**config.mk**
```make
export PLATFORM = sky130hd
export DESIGN_NAME = alien_pool_ctrl
export DESIGN_NICKNAME = d
export VERILOG_FILES = /design/src/rtl/alien_pool_ctrl.sv
export SDC_FILE = /design/constraint.sdc
export NUM_CORES = 1
export LEC_CHECK = 0
export CORE_MARGIN = 2
export CORE_UTILIZATION = 52
export CTS_BUF_LIST = sky130_fd_sc_hd__clkbuf_16
export DETAILED_ROUTE_END_ITERATION = 16
export GPL_ROUTABILITY_DRIVEN = 1
export PLACE_DENSITY = 0.81
export SLEW_MARGIN = 0
export SYNTH_ARGS = -nofsm -noshare
export SYNTH_HDL_FRONTEND = slang
export SYNTH_SLANG_ARGS = --single-unit
```
**constraint.sdc**
```tcl
create_clock -name clk -period 2.95 [get_ports clk]
set_input_delay 0.59 -clock clk [delete_from_list [all_inputs] [get_ports clk]]
set_output_delay 0.59 -clock clk [all_outputs]
set_load 0.03 [all_outputs]
```
**src/rtl/alien_pool_ctrl.sv**
```systemverilog
// alien_pool_ctrl
//   Manages a fixed pool of alien slots for one level: periodic spawning
//   against a per-level quota, a priority drawing mux, kill handling with a
//   dying hold-off, player-death recall and level-clear detection.
//
// Ports
//   clk           system clock, all state on rising edge
//   resetN        asynchronous active-low reset
//   startOfFrame  one-cycle pulse at each frame start
//   slot_dr       per-slot drawing request for the current pixel
//   slot_RGB      per-slot colour, slot i at [12i+11:12i]
//   alien_died    current drawn alien pixel was hit (one-cycle pulse)
//   player_died   player lost (one-cycle pulse)
//   alive         registered per-slot enable (slot is ALIVE)
//   alien_dr      combined drawing request (combinational)
//   alien_RGB     colour of the winning slot, 12'h000 when none (combinational)
//   spawn_pulse   one-cycle pulse when a slot is spawned
//   spawn_idx     spawned slot index, valid with spawn_pulse
//   kill_count    kills in the current level, saturates at TOTAL_ALIENS
//   level_clear   high once kill_count reaches TOTAL_ALIENS
//
// Slot states
//   state    | meaning
//   S_IDLE   | slot free, may be spawned
//   S_ALIVE  | alien on screen, draws and can be killed
//   S_DYING  | killed, blocked for DYING_FRAMES frame starts

module alien_pool_ctrl #(
   parameter int NUM_ALIENS   = 4,
   parameter int SPAWN_PERIOD = 60,
   parameter int TOTAL_ALIENS = 8,
   parameter int DYING_FRAMES = 8,
   localparam int IDXW = (NUM_ALIENS > 1) ? $clog2(NUM_ALIENS) : 1
) (
   input  logic                     clk,
   input  logic                     resetN,
   input  logic                     startOfFrame,
   input  logic [NUM_ALIENS-1:0]    slot_dr,
   input  logic [12*NUM_ALIENS-1:0] slot_RGB,
   input  logic                     alien_died,
   input  logic                     player_died,
   output logic [NUM_ALIENS-1:0]    alive,
   output logic                     alien_dr,
   output logic [11:0]              alien_RGB,
   output logic                     spawn_pulse,
   output logic [IDXW-1:0]          spawn_idx,
   output logic [7:0]               kill_count,
   output logic                     level_clear
);

   typedef enum logic [1:0] {
      S_IDLE  = 2'd0,
      S_ALIVE = 2'd1,
      S_DYING = 2'd2
   } slot_state_t;

   localparam logic [9:0] TIMER_LAST = 10'(SPAWN_PERIOD - 1);
   localparam logic [7:0] DYING_LAST = 8'(DYING_FRAMES - 1);
   localparam logic [7:0] QUOTA      = 8'(TOTAL_ALIENS);

   slot_state_t            state_q [NUM_ALIENS];
   slot_state_t            state_d [NUM_ALIENS];
   logic [7:0]             dcnt_q  [NUM_ALIENS];
   logic [7:0]             dcnt_d  [NUM_ALIENS];
   logic [NUM_ALIENS-1:0]  alive_q, alive_d;
   logic [9:0]             timer_q, timer_d;
   logic [7:0]             spawned_q, spawned_d;
   logic [7:0]             kill_count_q, kill_count_d;
   logic                   level_clear_q, level_clear_d;
   logic                   spawn_pulse_q, spawn_pulse_d;
   logic [IDXW-1:0]        spawn_idx_q, spawn_idx_d;

   logic                   win_found;
   logic [IDXW-1:0]        win_idx;
   logic [11:0]            win_rgb;
   logic                   idle_found;
   logic [IDXW-1:0]        idle_idx;
   logic [7:0]             alive_cnt;

   // Priority mux: scan high to low so the lowest matching index wins.
   always_comb begin
      win_found = 1'b0;
      win_idx   = '0;
      win_rgb   = 12'h000;
      for (int i = NUM_ALIENS - 1; i >= 0; i--) begin
         if (slot_dr[i] && alive_q[i]) begin
            win_found = 1'b1;
            win_idx   = IDXW'(i);
            win_rgb   = slot_RGB[12*i +: 12];
         end
      end
   end

   assign alien_dr  = win_found;
   assign alien_RGB = win_rgb;

   always_comb begin
      state_d       = state_q;
      dcnt_d        = dcnt_q;
      timer_d       = timer_q;
      spawned_d     = spawned_q;
      kill_count_d  = kill_count_q;
      spawn_pulse_d = 1'b0;
      spawn_idx_d   = '0;
      idle_found    = 1'b0;
      idle_idx      = '0;
      alive_cnt     = '0;
      alive_d       = '0;

      // Spawn eligibility uses the current state, so a slot killed or
      // finishing its dying period this cycle cannot be spawned this cycle.
      for (int i = NUM_ALIENS - 1; i >= 0; i--) begin
         if (state_q[i] == S_IDLE) begin
            idle_found = 1'b1;
            idle_idx   = IDXW'(i);
         end
         if (state_q[i] == S_ALIVE) begin
            alive_cnt = alive_cnt + 8'd1;
         end
      end

      if (player_died) begin
         for (int i = 0; i < NUM_ALIENS; i++) begin
            state_d[i] = S_IDLE;
            dcnt_d[i]  = '0;
         end
         timer_d   = '0;
         // Aliens still on screen go back to the quota.
         spawned_d = spawned_q - alive_cnt;
      end else begin
         if (startOfFrame) begin
            for (int i = 0; i < NUM_ALIENS; i++) begin
               if (state_q[i] == S_DYING) begin
                  if (dcnt_q[i] == DYING_LAST) begin
                     state_d[i] = S_IDLE;
                     dcnt_d[i]  = '0;
                  end else begin
                     dcnt_d[i] = dcnt_q[i] + 8'd1;
                  end
               end
            end
         end

         if (alien_died && win_found) begin
            state_d[win_idx] = S_DYING;
            dcnt_d[win_idx]  = '0;
            if (kill_count_q < QUOTA) begin
               kill_count_d = kill_count_q + 8'd1;
            end
         end

         if (startOfFrame) begin
            if (timer_q == TIMER_LAST) begin
               // Otherwise hold at the last count so the next free frame spawns.
               if (idle_found && (spawned_q < QUOTA) && !level_clear_q) begin
                  state_d[idle_idx] = S_ALIVE;
                  spawned_d         = spawned_q + 8'd1;
                  timer_d           = '0;
                  spawn_pulse_d     = 1'b1;
                  spawn_idx_d       = idle_idx;
               end
            end else begin
               timer_d = timer_q + 10'd1;
            end
         end
      end

      level_clear_d = level_clear_q | (kill_count_d == QUOTA);

      for (int i = 0; i < NUM_ALIENS; i++) begin
         alive_d[i] = (state_d[i] == S_ALIVE);
      end
   end

   always_ff @(posedge clk or negedge resetN) begin
      if (!resetN) begin
         for (int i = 0; i < NUM_ALIENS; i++) begin
            state_q[i] <= S_IDLE;
            dcnt_q[i]  <= '0;
         end
         alive_q       <= '0;
         timer_q       <= '0;
         spawned_q     <= '0;
         kill_count_q  <= '0;
         level_clear_q <= 1'b0;
         spawn_pulse_q <= 1'b0;
         spawn_idx_q   <= '0;
      end else begin
         state_q       <= state_d;
         dcnt_q        <= dcnt_d;
         alive_q       <= alive_d;
         timer_q       <= timer_d;
         spawned_q     <= spawned_d;
         kill_count_q  <= kill_count_d;
         level_clear_q <= level_clear_d;
         spawn_pulse_q <= spawn_pulse_d;
         spawn_idx_q   <= spawn_idx_d;
      end
   end

   assign alive       = alive_q;
   assign spawn_pulse = spawn_pulse_q;
   assign spawn_idx   = spawn_idx_q;
   assign kill_count  = kill_count_q;
   assign level_clear = level_clear_q;

endmodule

```
==> results.py, run 1 <==
metrics = {
    "status": {
        "status": "finished, final reports clean",
    },
    "floorplanning": {
        "io_pins": 86,
        "core_area_mm2": 0.008134,
        "die-area_mm2": 0.009046,
        "rows": 33,
        "fp.dieW_um": 95.11,
        "start_util_pct": 53.07,
        "die_h_um": 95.11,
    },
    "worst_setup_path": {
        "r2r_start": "state_q[0]",
        "crit_fanout": 13,
        "crit_start": "slot_dr[2]",
        "worstSetupStartpointType": "primary input",
        "critPathRequiredTime_ps": 2360,
        "cp-end-kind": "primary output",
        "worst_ep_arrival_time_ps": 2180,
        "path_class": "in -> out",
    },
    "detailed_routing": {
        "dr_total_vias": 3876,
        "ant_nets": 0,
        "drt_wl_total_mm": 10.76,
        "drt_iter0_drc": 281,
        "drc": 0,
        "drtPass1Iterations": 4,
        "wl_per_cell_um": 15.82,
        "routed_via_density": 5.700,
    },
    "synthesis": {
        "synth_compound_area_share_pct": 16.61,
        "async_flop_share_pct": 100.0,
        "yosys-top-cells-count": "dfrtp_1, nand2_1, nor2_1",
        "syn_area_per_cell_um2": 9.107,
        "synth_ff_type": "dfrtp_1",
        "synthAdderAreaFrac_pct": 4.812,
        "synth.distinct_cells": 59,
        "synth-edff-count": 0,
        "ys_seq_area_share_pct": 42.90,
        "synth_area_mm2": 0.004317,
        "netlist.area_leader.share_pct": 42.90,
        "ys_ff_latch": 74,
        "synthCells": 474,
        "synth_top_family_by_area": "simple AND/OR/NAND/NOR gates",
        "yosysMostFrequentCell": "dfrtp_1",
        "syn_nets": 547,
        "synth_xor_area_share_pct": 7.913,
        "synth.mux.area_fraction_pct": 0.4928,
        "yosysTopAreaCell": "dfrtp_1",
        "yosys.area_share.simple_pct": 24.55,
        "ys_warn_count": 0,
        "synthTopCellsByArea": "dfrtp_1, nand2_1, xor2_1",
    },
    "worst_hold_path": {
        "hp-class": "reg -> reg",
        "holdCritStartpoint": "kill_count[7]",
    },
    "finish": {
        "layout-drive-gt1-share_pct": 11.30,
        "fillers": 625,
        "antenna_cells": 0,
        "layout.cells.non_filler": 680,
        "final_util_pct": 69.44,
        "final_nets": 643,
        "syn_to_final_growth_pct": 30.84,
    },
    "sta": {
        "slew_headroom_pct": 37.16,
        "timing.setup.tns_ps": 0,
        "rsz0062_at_grt": "no",
        "worst_slack_ps": 175.3,
        "setup_viol_count_final": 0,
        "min_period_over_period_pct": 94.06,
        "fin_skew_ps": 8.990,
        "whs_ps": 404.5,
        "slew_viol_final": 0,
        "worst_slew_pin_slew_ps": 942.7,
        "max_freq_mhz": 360.4,
        "hold_violations": 0,
        "period_minus_slack_ps": 2775,
    },
    "clock_tree": {
        "cts_tree": "yes",
        "htreeDepth": 3,
        "clock-sinks": 74,
        "clock_latency_ps": 340,
        "cts_buffer_depth": 2,
        "cts_buffers": 9,
        "clk_pin_slew_ps": 60,
        "clockRootBuffer": "clkbuf_16",
        "postCtsSetupBuffers": 0,
    },
    "placed_design": {
        "place_ws_ps": 95.12,
        "io_buffer_count": 85,
        "routabilityCongestion": 0.8289,
        "dpl.cell_count": 664,
        "hpwl_mm": 7.854,
    },
    "global_routing": {
        "antenna_found_initial": 0,
        "grtUsageTotal_pct": 24.47,
        "grt_pass1_vias": 3734,
        "grt_max_degree": 75,
        "grt_pass1_wl_mm": 17.28,
        "overflow": 0,
    },
    "flow_run": {
        "max-cap-violations": 0,
    },
    "power": {
        "power.density_mw_per_mm2": 485.1,
        "peakVddDrop_uv": 412.1,
        "p_leak_nw": 2.467,
    },
}
-- power by group --
| group | internal, mW | switching, mW | leakage [nW] | total, mW |
|---|---|---|---|---|
| Clock | 0.660 | 0.441 | 0.138 | 1.10 |
| Combinational | 0.260 | 0.242 | 1.32 | 0.502 |
| Sequential | 1.07 | 0.0632 | 1.01 | 1.14 |
| Total | 1.99 | 0.747 | 2.47 | 2.74 |
-- flip-flops by register name (all words and copies together) (netlist names) --
name,flops
dcnt_q,32
timer_q,10
kill_count,8
spawned_q,8
state_q,8
alive,4
spawn_idx,2
level_clear,1
spawn_pulse,1
-- cell families after synthesis --
| logic type | Yosys count |
|---|---|
| AOI/OAI and AO/OA | 109 |
| DFF | 74 |
| muxes | 2 |
| adders and majority gates | 16 |
| xor gates and xnor gates | 39 |
| buffers and inverters | 27 |
| and+or+nand+nor | 207 |
-- critical path, cell delays in order --
cell	delay [ps]
clkdlybuf4s50_1	420
and2_0	170
nor2_1	100
buf_4	200
a221o_1	160
o21ai_0	70
o21ai_0	260
buf_4	220
-- through the flow --
| stage | total power, mW | area, um^2 |
|---|---|---|
| detailed placement | 1.655 | 5328 |
| finish | 2.740 | 5648 |
| CTS | 2.761 | 5632 |
| global placement | 1.640 | 5328 |
| global route | 2.882 | 5648 |
| floorplan | 1.479 | 4317 |
-- per-layer routing --
metal	global-route usage [%]	wire (um)	vias up
li1	-	-	1896
met1	30.28	4560	1855
met5	0	0	-
met2	41.08	5207	111
met4	8.696	158	0
met3	6.798	832	14
-- cell type report --
cell class | instances | area, um^2 | area share [%]
inverters | 9 | 33.78 | 0.5981
clock buffers | 9 | 225.2 | 3.988
well taps | 105 | 131.4 | 2.326
clock inverters | 7 | 78.83 | 1.396
multi-input cells | 373 | 2364 | 41.85
flip-flops and latches | 74 | 1852 | 32.79
repair buffers | 103 | 963.4 | 17.06
-- cells in the final DEF, fill, tap and decap left out, types with 2 or more instances in the layout --
cell type	n
inv_1	8
nand4b_1	3
nand3b_1	6
clkbuf_16	9
buf_4	29
o211ai_1	7
clkinv_4	2
a22oi_1	2
nand2_1	68
or3_1	4
nor3_4	2
and3_1	9
nor4_1	4
clkinvlp_4	3
nor3_1	6
a21oi_1	27
ha_1	15
dfrtp_1	74
a221o_1	12
o31a_1	2
clkdlybuf4s50_1	72
o21ai_0	34
nor2b_1	3
and2_1	4
xnor2_1	16
or4_1	4
a31oi_1	4
nand4_1	8
a211oi_2	2
xor2_1	23
nor2_1	47
nand3_1	23
o22ai_1	2
o31ai_1	5
o211a_1	2
and3b_1	3
-- worst paths after layout --
path / end / slack (ps) / cells past startpoint
setup / recovery: alien_RGB[5] / 180 / 8
hold / removal: kill_count[7] / 400 / 0
setup reg to reg: spawned_q[6] / 190 / 13
hold reg to reg: kill_count[7] / 400 / 0
max in group asynchronous: spawned_q[4] / 1850 / 2
min in group asynchronous: timer_q[2] / 460 / 2
-- timing repair --
action                                  4_1_cts  5_1_grt
endpoints found under the setup margin        0        5
resized for setup                             0        5
hold buffers                                  0        0
(Power assumes the default switching activity.)
==> inputs of run 2 (changes only) <==
GPL_ROUTABILITY_DRIVEN = 0   (was 1)
RECOVER_POWER = 50   (was unset)
SLEW_MARGIN = 20   (was 0)
==> run 2 against run 1 <==
Net effect:
- the run now ends with max-capacitance violations, max-slew violations left
- hold slack worse by 2.9 ps
- clock power about the same
- core utilization down 0.077 points
- sequential share of layout area about the same
- cell count unchanged
- global-route usage unchanged
- power about the same
- via count up 0.15%
- sequential cell count unchanged
- non-clock buffer count unchanged
- wire length down 0.30%
==> results.py, run 2 (same netlist as run 1, synthesis figures left out) <==
metrics = {
    "status": {
        "status": "finished, violations left",
        "violations": "max-capacitance violations, max-slew violations",
    },
    "placed_design": {
        "dpl.cell_count": 664,
        "io_buffer_count": 85,
        "hpwl_mm": 7.854,
    },
    "sta": {
        "hold_violations": 0,
        "worst_slew_pin_slew_ps": 1793,
        "fin_skew_ps": 9.629,
        "max_freq_mhz": 354.4,
        "slew_headroom_pct": -19.56,
        "timing.setup.tns_ps": 0,
        "whs_ps": 401.6,
        "setup_viol_count_final": 0,
        "rsz0062_at_grt": "no",
        "period_minus_slack_ps": 2822,
        "min_period_over_period_pct": 95.66,
        "slew_viol_final": 75,
    },
    "worst_hold_path": {
        "holdCritStartpoint": "kill_count[7]",
        "hp-class": "reg -> reg",
    },
    "floorplanning": {
        "core_area_mm2": 0.008134,
        "die_h_um": 95.11,
        "rows": 33,
        "die-area_mm2": 0.009046,
        "start_util_pct": 53.07,
        "io_pins": 86,
        "fp.dieW_um": 95.11,
    },
    "worst_setup_path": {
        "critPathRequiredTime_ps": 2360,
        "worst_ep_arrival_time_ps": 2230,
        "r2r_start": "state_q[0]",
        "crit_fanout": 3,
        "worstSetupStartpointType": "primary input",
        "crit_start": "slot_dr[1]",
        "cp-end-kind": "primary output",
        "path_class": "in -> out",
    },
    "finish": {
        "reg_top3": "dcnt_q (32), timer_q (10)",
        "final_nets": 643,
        "syn_to_final_growth_pct": 30.70,
        "top_register": "dcnt_q",
        "layout-drive-gt1-share_pct": 11.13,
        "regArea_mm2": 0.001852,
        "most-common-layout-cells": "dfrtp_1, clkdlybuf4s50_1, nand2_1",
        "antenna_cells": 0,
        "layout.cells.non_filler": 680,
        "final_common_cell": "dfrtp_1",
        "final_util_pct": 69.36,
        "largest_reg_flops": 32,
        "fillers": 626,
        "multi_input_area_mm2": 0.002364,
    },
    "detailed_routing": {
        "ant_nets": 0,
        "drt_iter0_drc": 256,
        "drt_wl_total_mm": 10.73,
        "wl_per_cell_um": 15.77,
        "drtPass1Iterations": 4,
        "routed_via_density": 5.709,
        "drc": 0,
        "dr_total_vias": 3882,
    },
    "clock_tree": {
        "cts_buffers": 9,
        "clk_pin_slew_ps": 60,
        "cts_buffer_depth": 2,
        "clock_latency_ps": 340,
        "postCtsSetupBuffers": 0,
        "hold_buffers": 0,
        "clockRootBuffer": "clkbuf_16",
        "clock-sinks": 74,
        "htreeDepth": 3,
        "cts_resized": 0,
        "cts_tree": "yes",
    },
    "global_routing": {
        "grt_pass1_vias": 3734,
        "grt_pass1_wl_mm": 17.28,
        "antenna_found_initial": 0,
        "grtUsageTotal_pct": 24.47,
        "grt_max_degree": 75,
        "overflow": 0,
    },
    "flow_run": {
        "max-cap-violations": 1,
    },
    "power": {
        "p_leak_nw": 2.464,
        "peakVddDrop_uv": 412.5,
        "finalPower_mw": 2.738,
        "power.density_mw_per_mm2": 485.3,
    },
}
-- run 2: final cells by class --
cell class	instances	area share (%)
clock buffers	9	3.992
repair buffers	103	16.97
inverters	9	0.5988
well taps	105	2.329
multi-input cells	373	41.89
flip-flops and latches	74	32.82
clock inverters	7	1.397
-- run 2: stage by stage --
step           cell area [um^2]  setup WS, ps
3_5_place_dp               5328         95.12
5_1_grt                    5642         9.246
4_1_cts                    5632         65.25
6_report                   5642         128.0
3_3_place_gp               5328         154.9
2_1_floorplan              4317         158.1
-- run 2: where the power goes --
part / total, mW / switching, mW / internal [mW]
clock: 1.10 / 0.442 / 0.660
combinational: 0.500 / 0.242 / 0.258
sequential: 1.14 / 0.0631 / 1.07
total: 2.74 / 0.747 / 1.99
-- run 2: worst paths after layout --
path	end	slack (ps)	cells after the start
max in group asynchronous	state_q[2]	1060	2
hold reg to reg	kill_count[7]	400	0
setup / recovery	alien_dr	130	4
setup reg to reg	spawned_q[6]	190	13
min in group asynchronous	timer_q[2]	810	2
hold / removal	kill_count[7]	400	0
-- run 2: worst max-delay path, cell delays in order --
cell	delay (ps)
dlygate4sd3_1	570
a22oi_1	360
nand2_1	90
clkdlybuf4s50_1	610
-- run 2: per-layer routing --
layer	share of wire (%)	vias up	global-route usage, %
met5	0	-	0
met4	1.5	0	8.696
met3	7.9	14	6.798
met2	48	110	41.08
met1	42	1859	30.28
li1	-	1899	-
==> inputs of run 3 (changes only) <==
CORE_MARGIN = unset   (was 2)
CTS_CLUSTER_SIZE = 14   (was unset)
==> run 3 against run 2 <==
Net effect:
- fmax up 1.0%
- the run still ends with max-capacitance violations, max-slew violations left
- combinational power increased by 3%
- critical path depth grew 4
- sequential power about the same
- non-clock buffer count is the same
==> results.py, run 3 (same netlist as run 1, synthesis figures left out) <==
metrics = {
    "clock_tree": {
        "cts_buffer_depth": 2,
        "clockRootBuffer": "clkbuf_16",
        "cts_resized": 0,
        "htreeDepth": 3,
        "clk_pin_slew_ps": 60,
        "cts_tree": "yes",
        "clock-sinks": 74,
        "clock_latency_ps": 330,
        "postCtsSetupBuffers": 0,
        "cts_buffers": 9,
        "hold_buffers": 0,
    },
    "global_routing": {
        "grt_max_degree": 44,
        "grt_use_met1_pct": 30.91,
        "grt_pass1_vias": 3767,
        "grtUsageTotal_pct": 26.63,
        "overflow": 0,
        "antenna_found_initial": 0,
        "grt_util_met3_pct": 6.911,
        "top_usage_layer": "met2",
        "grt_pass1_wl_mm": 17.95,
        "grtUsageMet2_pct": 48.41,
    },
    "floorplanning": {
        "fp.dieW_um": 93.11,
        "io_pins": 86,
        "die-area_mm2": 0.008669,
        "start_util_pct": 54.73,
        "rows": 32,
        "core_area_mm2": 0.007888,
        "die_h_um": 93.11,
    },
    "finish": {
        "final_nets": 643,
        "fillers": 565,
        "layout-drive-gt1-share_pct": 10.45,
        "largest_reg_flops": 32,
        "syn_to_final_growth_pct": 31.10,
        "antenna_cells": 0,
        "reg_top3": "dcnt_q (32), timer_q (10)",
        "top_register": "dcnt_q",
        "most-common-layout-cells": "dfrtp_1, clkdlybuf4s50_1, nand2_1",
        "final_common_cell": "dfrtp_1",
    },
    "power": {
        "power_frac_seq_pct": 41.1,
        "power.switching_uw": 717.4,
        "combPwrFrac_pct": 18.5,
        "p_leak_nw": 2.468,
        "cell_internal_pwr_mw": 2.063,
        "finalPower_mw": 2.780,
        "peakVddDrop_uv": 640.8,
        "switching_share_pct": 25.80,
        "clkPwrFrac_pct": 40.4,
        "power.density_mw_per_mm2": 491.3,
    },
    "flow_run": {
        "max-cap-violations": 1,
    },
    "placed_design": {
        "hpwl_mm": 8.060,
        "io_buffer_count": 85,
    },
    "sta": {
        "hold_violations": 0,
        "period_minus_slack_ps": 2794,
        "rsz0062_at_grt": "no",
        "max_freq_mhz": 357.9,
        "worst_slew_pin_slew_ps": 1740,
        "timing.setup.tns_ps": 0,
        "min_period_over_period_pct": 94.71,
        "fin_skew_ps": 5.309,
        "slew_headroom_pct": -16.03,
        "whs_ps": 389.3,
        "slew_viol_final": 32,
        "setup_viol_count_final": 0,
    },
    "worst_setup_path": {
        "path_class": "in -> out",
        "worst_ep_arrival_time_ps": 2200,
        "r2r_start": "state_q[3]",
        "r2r_end": "spawned_q[6]",
        "crit_path_max_incr_delay_ps": 480,
        "cp-end-kind": "primary output",
        "worstSetupStartpointType": "primary input",
        "r2r_cells": 13,
        "crit_fanout": 13,
        "critPathRequiredTime_ps": 2360,
        "crit_slowest_cell": "clkdlybuf4s50_1",
        "rrSetupSlack_ps": 220,
        "crit_chain": "clkdlybuf4s50_1 -> and2_0 -> nor2_1 -> buf_4 -> a221o_1 -> o21ai_0 -> o21ai_0 -> buf_4",
    },
    "worst_hold_path": {
        "holdCritStartpoint": "kill_count[6]",
        "holdPathStages": 0,
        "min_to": "kill_count[6]",
        "hp-class": "reg -> reg",
    },
    "detailed_routing": {
        "routed_via_density": 5.788,
        "drt_iter0_drc": 212,
        "dr_total_vias": 3913,
        "drtPass1Iterations": 4,
        "drt_wl_total_mm": 11.14,
        "wl_per_cell_um": 16.47,
        "ant_nets": 0,
        "drc": 0,
    },
    "status": {
        "status": "finished, violations left",
        "violations": "max-capacitance violations, max-slew violations",
    },
}
==> run 3: worst max path at each step <==
stage,start,to,cells after the start
after floorplan,slot_dr[2],alien_RGB[10],6
after global placement,slot_dr[1],alien_RGB[0],6
after detailed placement,state_q[1],spawned_q[7],13
after CTS,state_q[1],spawned_q[7],13
after global routing,slot_dr[2],alien_RGB[4],8
final,slot_dr[2],alien_RGB[4],8
==> run 3: stage by stage <==
stage / instances / area (um^2) / util [%] / setup slack, ps
2_1_floorplan: 474 / 4317 / - / 158.1
3_3_place_gp: 661 / 5336 / 67.66 / 123.4
3_5_place_dp: 661 / 5336 / 67.66 / 44.80
4_1_cts: 676 / 5644 / 71.56 / 5.770
5_1_grt: 676 / 5659 / 71.75 / 0.4070
6_report: 676 / 5659 / 71.75 / 156.0
==> run 3: area by class of cell <==
type	instances	area [um^2]	area share, %
clock buffer	9	225.2	3.980
clock inverter	6	82.58	1.459
inverter	9	33.78	0.5969
multi-input combinational	373	2371	41.90
sequential	74	1852	32.72
tap	102	127.6	2.255
timing repair buffer	103	967.2	17.09
==> run 3: per-layer routing <==
metal  routed length, um  up-vias
li1                    -     1891
met1                4557     1869
met2                5617      138
met3                 796       15
met4                 163        0
met5                   0        -
==> run 3: power by group through the flow <==
stage          Combinational, mW  Clock [mW]  Sequential [mW]
4_1_cts                    0.518        1.14             1.14
3_3_place_gp               0.488           0             1.15
5_1_grt                    0.587        1.18             1.15
2_1_floorplan              0.338           0             1.14
3_5_place_dp               0.511           0             1.15
6_report                   0.514        1.12             1.14
==> run 3: critical path: cells and delay by family <==
kind / cells / cell delay [ps]
buffers and inverters: 3 / 840
and+or+nand+nor: 2 / 220
AOI/OAI and AO/OA: 3 / 560
